## src/rtl/fxp_pkg.sv

```systemverilog
// +----------------------------------------------------------------------+
// | fxp_pkg : width helpers and shared types for the fixed-point pipeline |
// | Rev 1.0                                                              |
// +----------------------------------------------------------------------+
`default_nettype none

package fxp_pkg;

    // Operand carries a double-precision fraction; the result keeps half of it.
    function automatic int op_width(input int intw, input int ratw);
        return intw + 2 * ratw;
    endfunction

    function automatic int res_width(input int intw, input int ratw);
        return intw + ratw;
    endfunction

    function automatic int id_width(input int nreq);
        return (nreq > 1) ? $clog2(nreq) : 1;
    endfunction

    typedef enum logic [0:0] {
        ST_EMPTY = 1'b0,
        ST_FULL  = 1'b1
    } rsp_state_e;

endpackage

`default_nettype wire

```

## src/rtl/round.sv

```systemverilog
// +----------------------------------------------------------------------+
// | round : round-half-up of a 2*RATW fraction operand to RATW bits       |
// | Rev 1.0                                                              |
// +----------------------------------------------------------------------+
`default_nettype none

module round #(
    parameter int INTW = 10,
    parameter int RATW = 2
) (
    input  logic [INTW+2*RATW-1:0] op_i,
    output logic [INTW+RATW:0]     res_o
);

    localparam int SW = INTW + 2 * RATW + 1;
    localparam logic [SW-1:0] HALF = SW'(1) << (RATW - 1);

    logic [SW-1:0] sum_w;

    // One extra bit keeps the carry so the caller can detect overflow.
    assign sum_w = {1'b0, op_i} + HALF;
    assign res_o = sum_w[SW-1:RATW];

endmodule

`default_nettype wire

```

## src/rtl/round_rr_arbiter.sv

```systemverilog
// +----------------------------------------------------------------------+
// | round_rr_arbiter : round-robin share of one round datapath, 1-deep    |
// | registered valid/ready output stage.  Rev 1.0                         |
// +----------------------------------------------------------------------+
`default_nettype none

module round_rr_arbiter
    import fxp_pkg::*;
#(
    parameter int INTW = 10,
    parameter int RATW = 2,
    parameter int NREQ = 4,
    parameter int IDW  = id_width(NREQ)
) (
    input  logic                                clk,
    input  logic                                rst_n,
    input  logic [NREQ-1:0]                     req_valid,
    input  logic [NREQ*(INTW+2*RATW)-1:0]       req_data,
    output logic [NREQ-1:0]                     req_ready,
    output logic                                rsp_valid,
    output logic [INTW+RATW-1:0]                rsp_data,
    output logic [IDW-1:0]                      rsp_id,
    input  logic                                rsp_ready,
    output logic [15:0]                         grant_cnt
);

    localparam int OPW = op_width(INTW, RATW);
    localparam int RSW = res_width(INTW, RATW);
    localparam logic [IDW:0] NREQ_W = (IDW + 1)'(NREQ);

    rsp_state_e          state_q, state_d;
    logic [IDW-1:0]      ptr_q;
    logic [IDW-1:0]      id_q;
    logic [RSW-1:0]      data_q;
    logic [15:0]         cnt_q;

    logic                any_valid_w;
    logic                grant_w;
    logic [2*NREQ-1:0]   dbl_w;
    logic [NREQ-1:0]     rot_w;
    logic [IDW-1:0]      pick_w;
    logic [IDW:0]        win_sum_w;
    logic [IDW-1:0]      win_w;
    logic [IDW:0]        nxt_sum_w;
    logic [IDW-1:0]      ptr_d;
    logic [OPW-1:0]      op_w;
    logic [RSW:0]        rnd_w;
    logic [RSW-1:0]      sat_w;

    assign any_valid_w = |req_valid;
    assign grant_w     = rst_n && any_valid_w && ((state_q == ST_EMPTY) || rsp_ready);

    // Rotate so ptr sits at bit 0, pick lowest set bit, then map back.
    always_comb begin
        dbl_w  = {req_valid, req_valid} >> ptr_q;
        rot_w  = dbl_w[NREQ-1:0];
        pick_w = '0;
        for (int i = NREQ - 1; i >= 0; i--) begin
            if (rot_w[i]) pick_w = IDW'(i);
        end
        win_sum_w = {1'b0, ptr_q} + {1'b0, pick_w};
        if (win_sum_w >= NREQ_W) win_sum_w = win_sum_w - NREQ_W;
        win_w = win_sum_w[IDW-1:0];
        nxt_sum_w = {1'b0, win_w} + (IDW + 1)'(1);
        if (nxt_sum_w >= NREQ_W) nxt_sum_w = nxt_sum_w - NREQ_W;
        ptr_d = nxt_sum_w[IDW-1:0];
    end

    always_comb begin
        req_ready = '0;
        if (grant_w) req_ready[win_w] = 1'b1;
    end

    always_comb begin
        op_w = '0;
        for (int i = 0; i < NREQ; i++) begin
            if (IDW'(i) == win_w) op_w = req_data[i*OPW +: OPW];
        end
    end

    round #(
        .INTW (INTW),
        .RATW (RATW)
    ) u_round (
        .op_i  (op_w),
        .res_o (rnd_w)
    );

    assign sat_w = rnd_w[RSW] ? {RSW{1'b1}} : rnd_w[RSW-1:0];

    always_ff @(posedge clk) begin
        if (!rst_n) state_q <= ST_EMPTY;
        else        state_q <= state_d;
    end

    always_comb begin
        state_d = state_q;
        case (state_q)
            ST_EMPTY: if (any_valid_w) state_d = ST_FULL;
            ST_FULL:  if (rsp_ready && !any_valid_w) state_d = ST_EMPTY;
            default:  state_d = ST_EMPTY;
        endcase
    end

    always_comb begin
        rsp_valid = (state_q == ST_FULL);
    end

    always_ff @(posedge clk) begin
        if (!rst_n) begin
            ptr_q  <= '0;
            id_q   <= '0;
            data_q <= '0;
            cnt_q  <= '0;
        end else if (grant_w) begin
            ptr_q  <= ptr_d;
            id_q   <= win_w;
            data_q <= sat_w;
            cnt_q  <= cnt_q + 16'd1;
        end
    end

    assign rsp_data  = data_q;
    assign rsp_id    = id_q;
    assign grant_cnt = cnt_q;

endmodule

`default_nettype wire
```

## config.mk

```make
export PLATFORM = sky130hd
export DESIGN_NAME = round_rr_arbiter
export DESIGN_NICKNAME = d
export VERILOG_FILES = /design/src/rtl/fxp_pkg.sv /design/src/rtl/round.sv /design/src/rtl/round_rr_arbiter.sv
export SDC_FILE = /design/constraint.sdc
export NUM_CORES = 1
export LEC_CHECK = 0
export BUFFER_PORTS_ARGS = -buffer_cell sky130_fd_sc_hd__buf_2
export CAP_MARGIN = 10
export CELL_PAD_IN_SITES_DETAIL_PLACEMENT = 0
export CELL_PAD_IN_SITES_GLOBAL_PLACEMENT = 1
export CORE_MARGIN = 8
export CORE_UTILIZATION = 35
export DETAILED_ROUTE_END_ITERATION = 10
export GPL_TIMING_DRIVEN = 0
export PLACE_DENSITY = 0.83
export SETUP_SLACK_MARGIN = 0.15
export SYNTH_ARGS = -nofsm -noshare
export SYNTH_HDL_FRONTEND = slang
export SYNTH_SLANG_ARGS = --single-unit
export TNS_END_PERCENT = 1
```

## constraint.sdc

```tcl
create_clock -name clk -period 5.5 [get_ports clk]
set_input_delay 0.55 -clock clk [delete_from_list [all_inputs] [get_ports clk]]
set_output_delay 0.55 -clock clk [all_outputs]
set_load 0.05 [all_outputs]
```

**Word level (Yosys, flattened, before mapping)**

Cells that the tools add are included.

- Register bits after elaboration: 33
- Memory bits (read-only): 0
- Word-level logic and storage cells: 45
- Memories kept: 0
- Latch bits: 0
- RAM bits: 0

- Equal/unequal tests: 3
- Shifts and indexed selects: 1
- Magnitude comparators: 4
- Add/subtract/negate cells: 6
- Muxes and demuxes: 17
- Reductions and logical operators: 8
- Bitwise operators: 1
- Divide/modulo/power cells: 0
- Multiply operators: 0

Operators with widths:

| cell | count |
|---|---|
| 14-bit 2-to-1 mux | 4 |
| 16-bit by 1-bit adder with 16-bit output, second input constant | 1 |
| 14-bit by 2-bit adder with 15-bit output, second input constant | 1 |
| 12-bit 2-to-1 mux | 1 |
| 2-bit 2-to-1 mux | 6 |
| 8-bit by 2-bit right shift with 4-bit output | 1 |
| 3-bit >= comparator, second input constant | 2 |
| 2-bit equality test, first input constant | 2 |
| 1-bit logical AND | 4 |
| 4-bit 2-to-1 mux | 1 |
| 4-bit OR reduction | 1 |
| 2-bit by 1-bit subtractor with 2-bit output, second input constant | 2 |
| 2-bit by 1-bit adder with 3-bit output, second input constant | 1 |
| 2-bit by 2-bit adder with 3-bit output | 1 |
| 2-bit by 3-bit < comparator with 1-bit output, second input constant | 1 |
| 1-bit 2-to-1 mux | 3 |
| 1-bit demux with 2-bit select | 1 |
| 1-bit by 2-bit equality test with 1-bit output, first input constant | 1 |
| 2-bit by 1-bit >= comparator with 1-bit output, second input constant | 1 |
| 2-bit zero test | 1 |
| 1-bit case mux with 2 select lines | 1 |
| 1-bit zero test | 1 |
| 1-bit logical OR | 1 |
| 1-bit NOT | 1 |

**Logic depth before layout (Yosys ltp)**

Gate-level depths: netlist (run 1).

- Word-level depth: 15
- Mapped depth: 21
- Mapped depth without buffers: 18

**By module**

Synthesis (run 1) repeated with hierarchy kept, for this count alone.

- Cell total of the unflattened synthesis: 310
- Area total of the unflattened synthesis: 2282.2 sq um

Modules (own cells, without submodules):

| module | sequential area each (sq um) | times used | area each (sq um) | cells each |
|---|---|---|---|---|
| round_rr_arbiter | 660.6 | 1 | 2028.2 | 277 |
| round | 0.0 | 1 | 254.0 | 33 |

**Worst setup path after synthesis (run 1)**

Ideal clock, no wire load.

- Kind: input -> register
- Start point: in req_valid[0]
- End point: reg data_q[7], in the netlist rsp_data[7]
- Required time: 5426 ps
- Stages: 18
- Path buffers: 3
- Arrival: 3692 ps
- Setup slack: 1734 ps
- Cells stage by stage: clkbuf_1 > nor2_1 > nand2_1 > o21ai_0 > o21ai_0 > nand3_1 > ha_1 > xnor2_1 > inv_1 > ha_1 > buf_6 > nor2b_4 > a311oi_4 > nor3b_4 > nand3_2 > or4_1 > buf_2 > a31oi_1

- Longest elaborated chain between the ends: 15
- Elaborated cells on any way between the ends: 22
- Classes of those cells: 3 x add/sub; 1 x order compare; 3 x eq/ne; 1 x shift; 10 x mux; 4 x reduce/logical

Ends and longest elaborated chain:

| element | line | text |
|---|---|---|
| from (decl) | round_rr_arbiter.sv:17 | `input logic [NREQ-1:0] req_valid,` |
| 8-bit by 2-bit right shift with 4-bit output * | round_rr_arbiter.sv:55 | `dbl_w = {req_valid, req_valid} >> ptr_q;` |
| 2-bit 2-to-1 mux (3 in series) | round_rr_arbiter.sv:59 | `if (rot_w[i]) pick_w = IDW'(i);` |
| 2-bit 2-to-1 mux * | round_rr_arbiter.sv:59 |  |
| 2-bit by 2-bit adder with 3-bit output * | round_rr_arbiter.sv:61 | `win_sum_w = {1'b0, ptr_q} + {1'b0, pick_w};` |
| 3-bit >= comparator or 2-bit by 1-bit subtractor with 2-bit output (tied branches) | round_rr_arbiter.sv:62 | `if (win_sum_w >= NREQ_W) win_sum_w = win_sum_w - NREQ_W;` |
| 2-bit 2-to-1 mux * | round_rr_arbiter.sv:62 |  |
| via win_sum_w[1] | round_rr_arbiter.sv:42 | `logic [IDW:0] win_sum_w;` |
| 2-bit zero test | round_rr_arbiter.sv:77 | `if (IDW'(i) == win_w) op_w = req_data[i*OPW +: OPW];` |
| 14-bit 2-to-1 mux (3 in series) | round_rr_arbiter.sv:77 |  |
| 14-bit 2-to-1 mux * | round_rr_arbiter.sv:77 |  |
| 14-bit by 2-bit adder with 15-bit output * | round.sv:21 | `assign sum_w = {1'b0, op_i} + HALF;` |
| 12-bit 2-to-1 mux * | round_rr_arbiter.sv:89 | `assign sat_w = rnd_w[RSW] ? {RSW{1'b1}} : rnd_w[RSW-1:0];` |
| to (signal assigned) | round_rr_arbiter.sv:118 | `data_q <= sat_w;` |
| to (decl) | round_rr_arbiter.sv:34 | `logic [RSW-1:0] data_q;` |

Mark *: on every way through the listed nets, which the timed path passes. The rest lies on a longest branch.
A chain may end at the register's enable or synchronous reset.

**Final worst setup path (run 1)**

- Start point: reg ptr_q[0]
- End point: reg data_q[3], in the netlist rsp_data[3]

- Longest elaborated chain between the ends: 15
- Elaborated cells on any way between the ends: 19
- Classes of those cells: 3 x add/sub; 1 x order compare; 3 x eq/ne; 1 x shift; 10 x mux; 1 x reduce/logical

Ends and longest elaborated chain:

| element | line | text |
|---|---|---|
| from (decl) | round_rr_arbiter.sv:32 | `logic [IDW-1:0] ptr_q;` |
| from (signal assigned) | round_rr_arbiter.sv:116 | `ptr_q <= ptr_d;` |
| 8-bit by 2-bit right shift with 4-bit output | round_rr_arbiter.sv:55 |  |
| 2-bit 2-to-1 mux (4 in series) | round_rr_arbiter.sv:59 |  |
| 2-bit by 2-bit adder with 3-bit output * | round_rr_arbiter.sv:61 |  |
| 3-bit >= comparator or 2-bit by 1-bit subtractor with 2-bit output (tied branches) | round_rr_arbiter.sv:62 |  |
| 2-bit 2-to-1 mux * | round_rr_arbiter.sv:62 |  |
| via win_sum_w[1] | round_rr_arbiter.sv:42 |  |
| 2-bit zero test | round_rr_arbiter.sv:77 |  |
| 14-bit 2-to-1 mux (3 in series) | round_rr_arbiter.sv:77 |  |
| 14-bit 2-to-1 mux * | round_rr_arbiter.sv:77 |  |
| 14-bit by 2-bit adder with 15-bit output * | round.sv:21 |  |
| 12-bit 2-to-1 mux * | round_rr_arbiter.sv:89 |  |

Marked as above.

==> results of run 1 <==
-- report_power, final --
part / switching (uW) / internal (uW)
combinational: 403 / 225
clock: 88.1 / 87.2
sequential: 20.6 / 275
total: 512 / 586
-- state kept, by name, summed over array words and instances (netlist names) --
signal / flops
grant_cnt: 16
rsp_data: 12
ptr_q: 2
rsp_id: 2
rsp_valid: 1
-- worst max path at each step --
stage / from / endpoint / cells after the start
6_report: ptr_q[0] / rsp_data[3] / 19
5_1_grt: ptr_q[0] / rsp_data[3] / 17
4_1_cts: ptr_q[0] / rsp_data[3] / 18
3_5_place_dp: req_valid[0] / rsp_data[7] / 18
3_3_place_gp: req_valid[0] / rsp_data[9] / 17
2_1_floorplan: req_valid[0] / rsp_data[7] / 18
-- area by class of cell --
cell class | count | area, sq um
Multi-Input combinational cell | 211 | 1360
Inverter | 5 | 18.8
Sequential cell | 33 | 661
Tap cell | 75 | 93.8
Clock inverter | 3 | 17.5
Buffer | 17 | 87.6
Fill cell | 637 | 3120
Clock buffer | 5 | 68.8
Timing Repair Buffer | 91 | 455
-- cells by family after synthesis --
| group | count (synthesis) | share of synthesized area |
|---|---|---|
| AO/OA/AOI/OAI | 66 | 0.220 |
| XOR/XNOR | 21 | 0.0865 |
| adder cells (fa/ha/maj) | 7 | 0.0412 |
| buffers and inverters | 22 | 0.0500 |
| flip-flops | 33 | 0.311 |
| AND/OR/NAND/NOR | 117 | 0.292 |
-- stage by stage --
step	std cells	power (uW)	cell area (sq um)	util	hold slack, ns
6_report	440	1100	2760	0.469	0.456
5_1_grt	440	1180	2760	0.469	0.481
4_1_cts	440	1110	2760	0.469	0.458
3_5_place_dp	432	929	2680	0.455	0.447
3_3_place_gp	432	923	2680	0.455	0.446
2_1_floorplan	266	781	2130	-	0.512
-- cell usage after synthesis, types with 2 or more instances --
| library cell | instances |
|---|---|
| nor2_1 | 38 |
| dfxtp_1 | 33 |
| nand2_1 | 18 |
| a21oi_1 | 17 |
| nand3_1 | 14 |
| xor2_1 | 11 |
| clkbuf_1 | 10 |
| xnor2_1 | 10 |
| a221oi_1 | 9 |
| o21ai_0 | 8 |
| a31oi_1 | 7 |
| ha_1 | 7 |
| nand4_1 | 7 |
| nor3_1 | 7 |
| o22ai_1 | 7 |
| and2_1 | 4 |
| buf_2 | 4 |
| inv_1 | 4 |
| nand3b_1 | 4 |
| nand2b_1 | 3 |
| nor2b_1 | 3 |
| nor3b_1 | 3 |
| o221ai_1 | 3 |
| or4_1 | 3 |
| a211oi_1 | 2 |
| a221o_1 | 2 |
| and3_1 | 2 |
| buf_6 | 2 |
| nor4_1 | 2 |
| o31ai_1 | 2 |
-- critical path, cell delays in order, from the launching register on --
cell and delay, ns:
dfxtp_1 0.33, clkbuf_1 0.30, nor2_1 0.09, nand2_1 0.07
o21ai_0 0.07, o21ai_0 0.16, nand3_1 0.11, ha_1 0.20
xnor2_1 0.33, inv_1 0.13, ha_1 0.25, buf_6 0.14
inv_1 0.06, buf_2 0.22, o22ai_1 0.12, nor2_1 0.33
nand3_1 0.22, or4_1 0.53, buf_2 0.18, a31oi_1 0.18
-- per-layer routing --
metal	up-vias	GRT usage	wire length, um
met5	-	0	0
met4	0	0.0436	38
met3	4	0.0631	622
met2	81	0.246	2870
met1	1019	0.181	2860
li1	1168	-	-
==> run metrics, run 1 <==
outcome=complete, no violations; Total GRT Usage=0.153; Final period util=0.745; Pins Over Slew Limit=0; Clock transition at path regs=0.07 ns; final hold vios=0; RSZ-0062 raised after global routing=no; Hold Path Sink=rsp_data[4]; largest net degree at the start of global routing=12; Longest Clk Path Bufs=2; Worst Path Required=5.71 ns; WHS Path Cells=2; nets@finish=434; Post-Syn Instances=between 200 and 300; Unique masters post-synth=50; Clock Latency Late Sink=0.28 ns; via count=2,272; R2R setup slack=1.40 ns; area grow syn2layout=29.9%; Least-Margin Pin Slew=just under 0.6 ns; max-cap violation count=0; setup bufs post-CTS=0; commonest non-fill, non-tap cell in the layout=buf_2; sequential cell area fraction in the yosys report=0.311; Finish-stage setup viols=0; setup ws final=1.40 ns; post-DR wirelength/cell=14.5 um; Max FO, Critical Path=10; Starting Density=0.361; Netlist Area Pre-Place=2130 sq um; I/O Buffers=91; area share of the largest cell type after synthesis=0.311; clk sinks=33; skew final=0.00773 ns; Yosys top cell by area=dfxtp_1; number of antenna diodes=0; WS Path Type=flip-flop to flip-flop; most frequent cells in the layout=95 x buf_2, 38 x nor2_1, 33 x dfxtp_1, 18 x nand2_1, 17 x a21oi_1; critical path arrival=4.30 ns; setup TNS=0 ns; top-level I/O count=98; worst r2r dst=rsp_data[3]; fin crit period=4.10 ns; First-pass DRT Iterations=4; H-tree depth=2; dpl hpwl=5.14 mm; Setup crit start kind=flip-flop; Mapped Nets=336; post-cts resize count=0; share of cells above drive strength 1=0.312; area of the core=~5900 sq um; Placer Congestion=0.739; number of synthesized flops with an enable pin=0; Syn. warnings=0; Lkg Pwr=0.00120 uW; grt total ovfl=0; crit path capture type=flip-flop; initial drt markers=86; DR vias/cell=5.16; clk root buf=clkbuf_8; headroom to the max-slew limit=0.610; Worst R2R Start=ptr_q[0]; Die Width=93.9 um; Hold Path Class=flip-flop to flip-flop; cts hold-fix bufs=0; mean post-synth cell area=7.99 sq um; Max VDD drop=0.220 mV; FF+latch count, synth=33; Pwr per Cell Area=398 nW/um^2; Die Y=93.9 um; Max Freq=0.244 GHz; pre-CTS WS=about 1.3 ns; drc violations=0; Hold Startpoint=rsp_data[4]; CTS tree=built; asr flop ratio synth=0; Core Rows=28; die area=8820 sq um; worst r2r path cells=19; vias in the first global route=2,347; Most used DFF post-synth=dfxtp_1; total CTS buffers=5; first-pass GRT wire length=~11 mm; post-route ant nets=0; top cells by area, synth=dfxtp_1 31%, nor2_1 6.7%, xor2_1 4.5%; DRT Wirelength=between 6 and 7 mm; initial antenna violation count=0
Note: power is estimated with default switching activity, not from simulation.
==> run 2, diff against run 1 <==
- ABC_AREA: not set -> 1
- CORE_UTILIZATION: 35 -> 32
- PLACE_DENSITY: 0.83 -> 0.78
- clock period: 5.5 -> 4.12 ns (I/O delays scaled with it)
==> run 2 against run 1 <==
Against the previous run:
- via count grew 25%
- total power grew 49%
- worst setup slack lost 0.77 ns
- flip-flop and latch count is the same
- synthesized area grew 16%
==> run metrics, run 2 <==
RSZ-0062 raised after global routing=no; main combinational cell family by area after synthesis=simple AND/OR/NAND/NOR gates; mux contribution to synthesized area=0 (unchanged); Unique masters post-synth=35 (-30%); Yosys top cell by area=dfxtp_1; CP most frequent cell=nand2_1; initial antenna violation count=0 (unchanged); Total GRT Usage=0.136 (-0.0166); number of synthesized flops with an enable pin=0 (unchanged); worst r2r dst=rsp_data[9]; max-cap violation count=0 (unchanged); headroom to the max-slew limit=0.531 (-0.0790); Lkg Pwr=0.00165 uW (+38%); max FFs per register=16 (unchanged); WS Path Type=flip-flop to flip-flop; post-route ant nets=0 (unchanged); DRT Wirelength=7.47 mm (+17%); Most used DFF post-synth=dfxtp_1; FF+latch count, synth=33 (unchanged); Filler Cell Count=863 (+35%); vias in the first global route=2,862 (+22%); Max FO, Critical Path=10 (unchanged); dpl hpwl=6.20 mm (+21%); top cells by area, synth=dfxtp_1 27%, nand2_1 21%, nor2_1 8.1%; Adder-Cell Fraction of Synth Area=0.0356 (-0.00563); critical path's largest stage delay=0.34 ns (-0.19 ns); asr flop ratio synth=0 (unchanged); clk root buf=clkbuf_8; Least-Margin Pin Slew=0.696 ns (+0.117 ns); Worst Setup SP=ptr_q[0]; R2R setup slack=0.63 ns (-0.77 ns); Post-Syn Instances=419 (+58%); nets@finish=589 (+36%); area grow syn2layout=28.3%; Synth Area in XOR/XNOR=0.0178 (-0.0687); Placer Congestion=0.833 (+13%); top-level I/O count=98 (unchanged); Core Rows=32 (+14%); placed cell area=3050 sq um (+14%); worst-path cell with the longest stage delay=dfxtp_1; Worst R2R Start=ptr_q[0]; setup TNS=0 ns (unchanged); sequential cell area fraction in the yosys report=0.268 (-0.0425); drc violations=0 (unchanged); Pwr per Cell Area=517 nW/um^2 (+30%); Die Y=104 um (+10%); Hold Path Class=input port to flip-flop; cts hold-fix bufs=0 (unchanged); CTS tree=built; Final period util=0.847 (+0.102); area share of the largest cell type after synthesis=0.268 (-0.0425); skew final=0.00185 ns (-0.00589 ns); Mapped Nets=489 (+46%); Clock Latency Late Sink=0.28 ns (about the same); crit path capture type=flip-flop; outcome=complete, no violations; Syn. warnings=0 (unchanged); total CTS buffers=5 (unchanged); mean post-synth cell area=5.88 sq um (-26%); Netlist Area Pre-Place=2460 sq um (+16%); Longest Clk Path Bufs=2 (unchanged); grt total ovfl=0 (unchanged); DR vias/cell=4.55 (-12%); Clock transition at path regs=0.06 ns (about the same); post-DR wirelength/cell=12.0 um (-17%); First-pass DRT Iterations=4 (unchanged); Setup crit start kind=flip-flop; final hold vios=0 (unchanged); initial drt markers=131 (+52%); WHS Path Cells=4 (+2); largest net degree at the start of global routing=11 (-1); fin crit period=3.49 ns (-0.606 ns); Worst Path Required=4.29 ns (-1.42 ns); H-tree depth=2 (unchanged); Pins Over Slew Limit=0 (unchanged); most frequent cell after synthesis=nand2_1; I/O Buffers=92 (+1.1%); most frequent cells in the layout=135 x nand2_1, 96 x buf_2, 51 x nor2_1, 50 x inv_1, 34 x a21oi_1; Die Width=104 um (+10%); Hold Path Sink=rsp_valid; clk sinks=33 (unchanged); Hold Startpoint=rsp_ready; number of antenna diodes=0 (unchanged); Power Total=1630 uW (+49%); via count=2,829 (+25%); critical path arrival=3.66 ns (-0.64 ns); pre-CTS WS=0.337 ns (-0.934 ns); Finish-stage setup viols=0 (unchanged); Max VDD drop=0.265 mV (+20%); die area=10,800 sq um (+22%); area of the core=7610 sq um (+29%); first-pass GRT wire length=12.6 mm (+15%); setup ws final=0.629 ns (-0.774 ns); final instance area=3160 sq um (+14%); commonest non-fill, non-tap cell in the layout=nand2_1; Starting Density=0.324 (-0.0375); Post-Synth Simple-Gate Area=0.433 (+0.141); commonest cells in the synthesized netlist=135 x nand2_1, 53 x nor2_1, 50 x inv_1, 34 x a21oi_1, 33 x dfxtp_1; share of cells above drive strength 1=0.248 (-0.0643); post-synthesis compound-gate area fraction=0.130 (-0.0900); worst r2r path cells=25 (+6); Max Freq=0.286 GHz (+17%)
==> run 2: how the worst max path moves through the flow <==
stage,endpoint,slack [ns]
after floorplan,rsp_data[11],0.86
final,rsp_data[9],0.63
after CTS,rsp_data[11],0.36
after global routing,rsp_data[11],0.18
after global placement,rsp_data[11],0.39
after detailed placement,rsp_data[11],0.34
==> run 2: timing repair <==
action | in CTS | in global routing
endpoints found under the hold margin | 0 | 0
resized for setup | 0 | 7
endpoints found under the setup margin | 0 | 4
buffers inserted | 0 | 1
==> run 2: per-stage QoR <==
stage / cells / hold slack (ns) / utilization
floorplan: 419 / 0.556 / -
global placement: 613 / 0.461 / 0.401
detailed placement: 613 / 0.462 / 0.401
CTS: 621 / 0.445 / 0.412
global route: 622 / 0.490 / 0.415
finish: 622 / 0.448 / 0.415
==> run 2: cells by family after synthesis <==
family,count (synthesis)
xor+xnor,5
simple gates,247
compound gates,59
buf+inv,68
flops,33
fa+ha+maj,7
==> run 2: worst max-delay path, delay by kind of cell (launching register included) <==
kind	cells	cell delay, ns
AOI/OAI and AO/OA	4	0.47
adders and majority gates	3	0.65
and+or+nand+nor	13	1.36
DFF	1	0.34
buffers and inverters	5	0.55
==> run 2: cell type report <==
cell class / count / area (sq um) / area share
tap: 102 / 128 / 0.0404
sequential: 33 / 661 / 0.209
timing repair buffer: 93 / 468 / 0.148
clock buffer: 8 / 80.1 / 0.0254
multi-input combinational: 318 / 1540 / 0.487
buffer: 14 / 80.1 / 0.0254
inverter: 54 / 204 / 0.0646
==> run 2: where the power goes <==
group	switching [uW]	internal [uW]
logic	684	325
clock network	112	120
registers	28.2	364
==> run 2: routing by layer <==
layer | up-vias | global-route usage | routed length [um]
met3 | 4 | 0.0279 | 291
li1 | 1519 | - | -
met4 | 0 | 0.0248 | 27
met1 | 1257 | 0.155 | 3320
met2 | 49 | 0.255 | 3830
met5 | - | 0 | 0
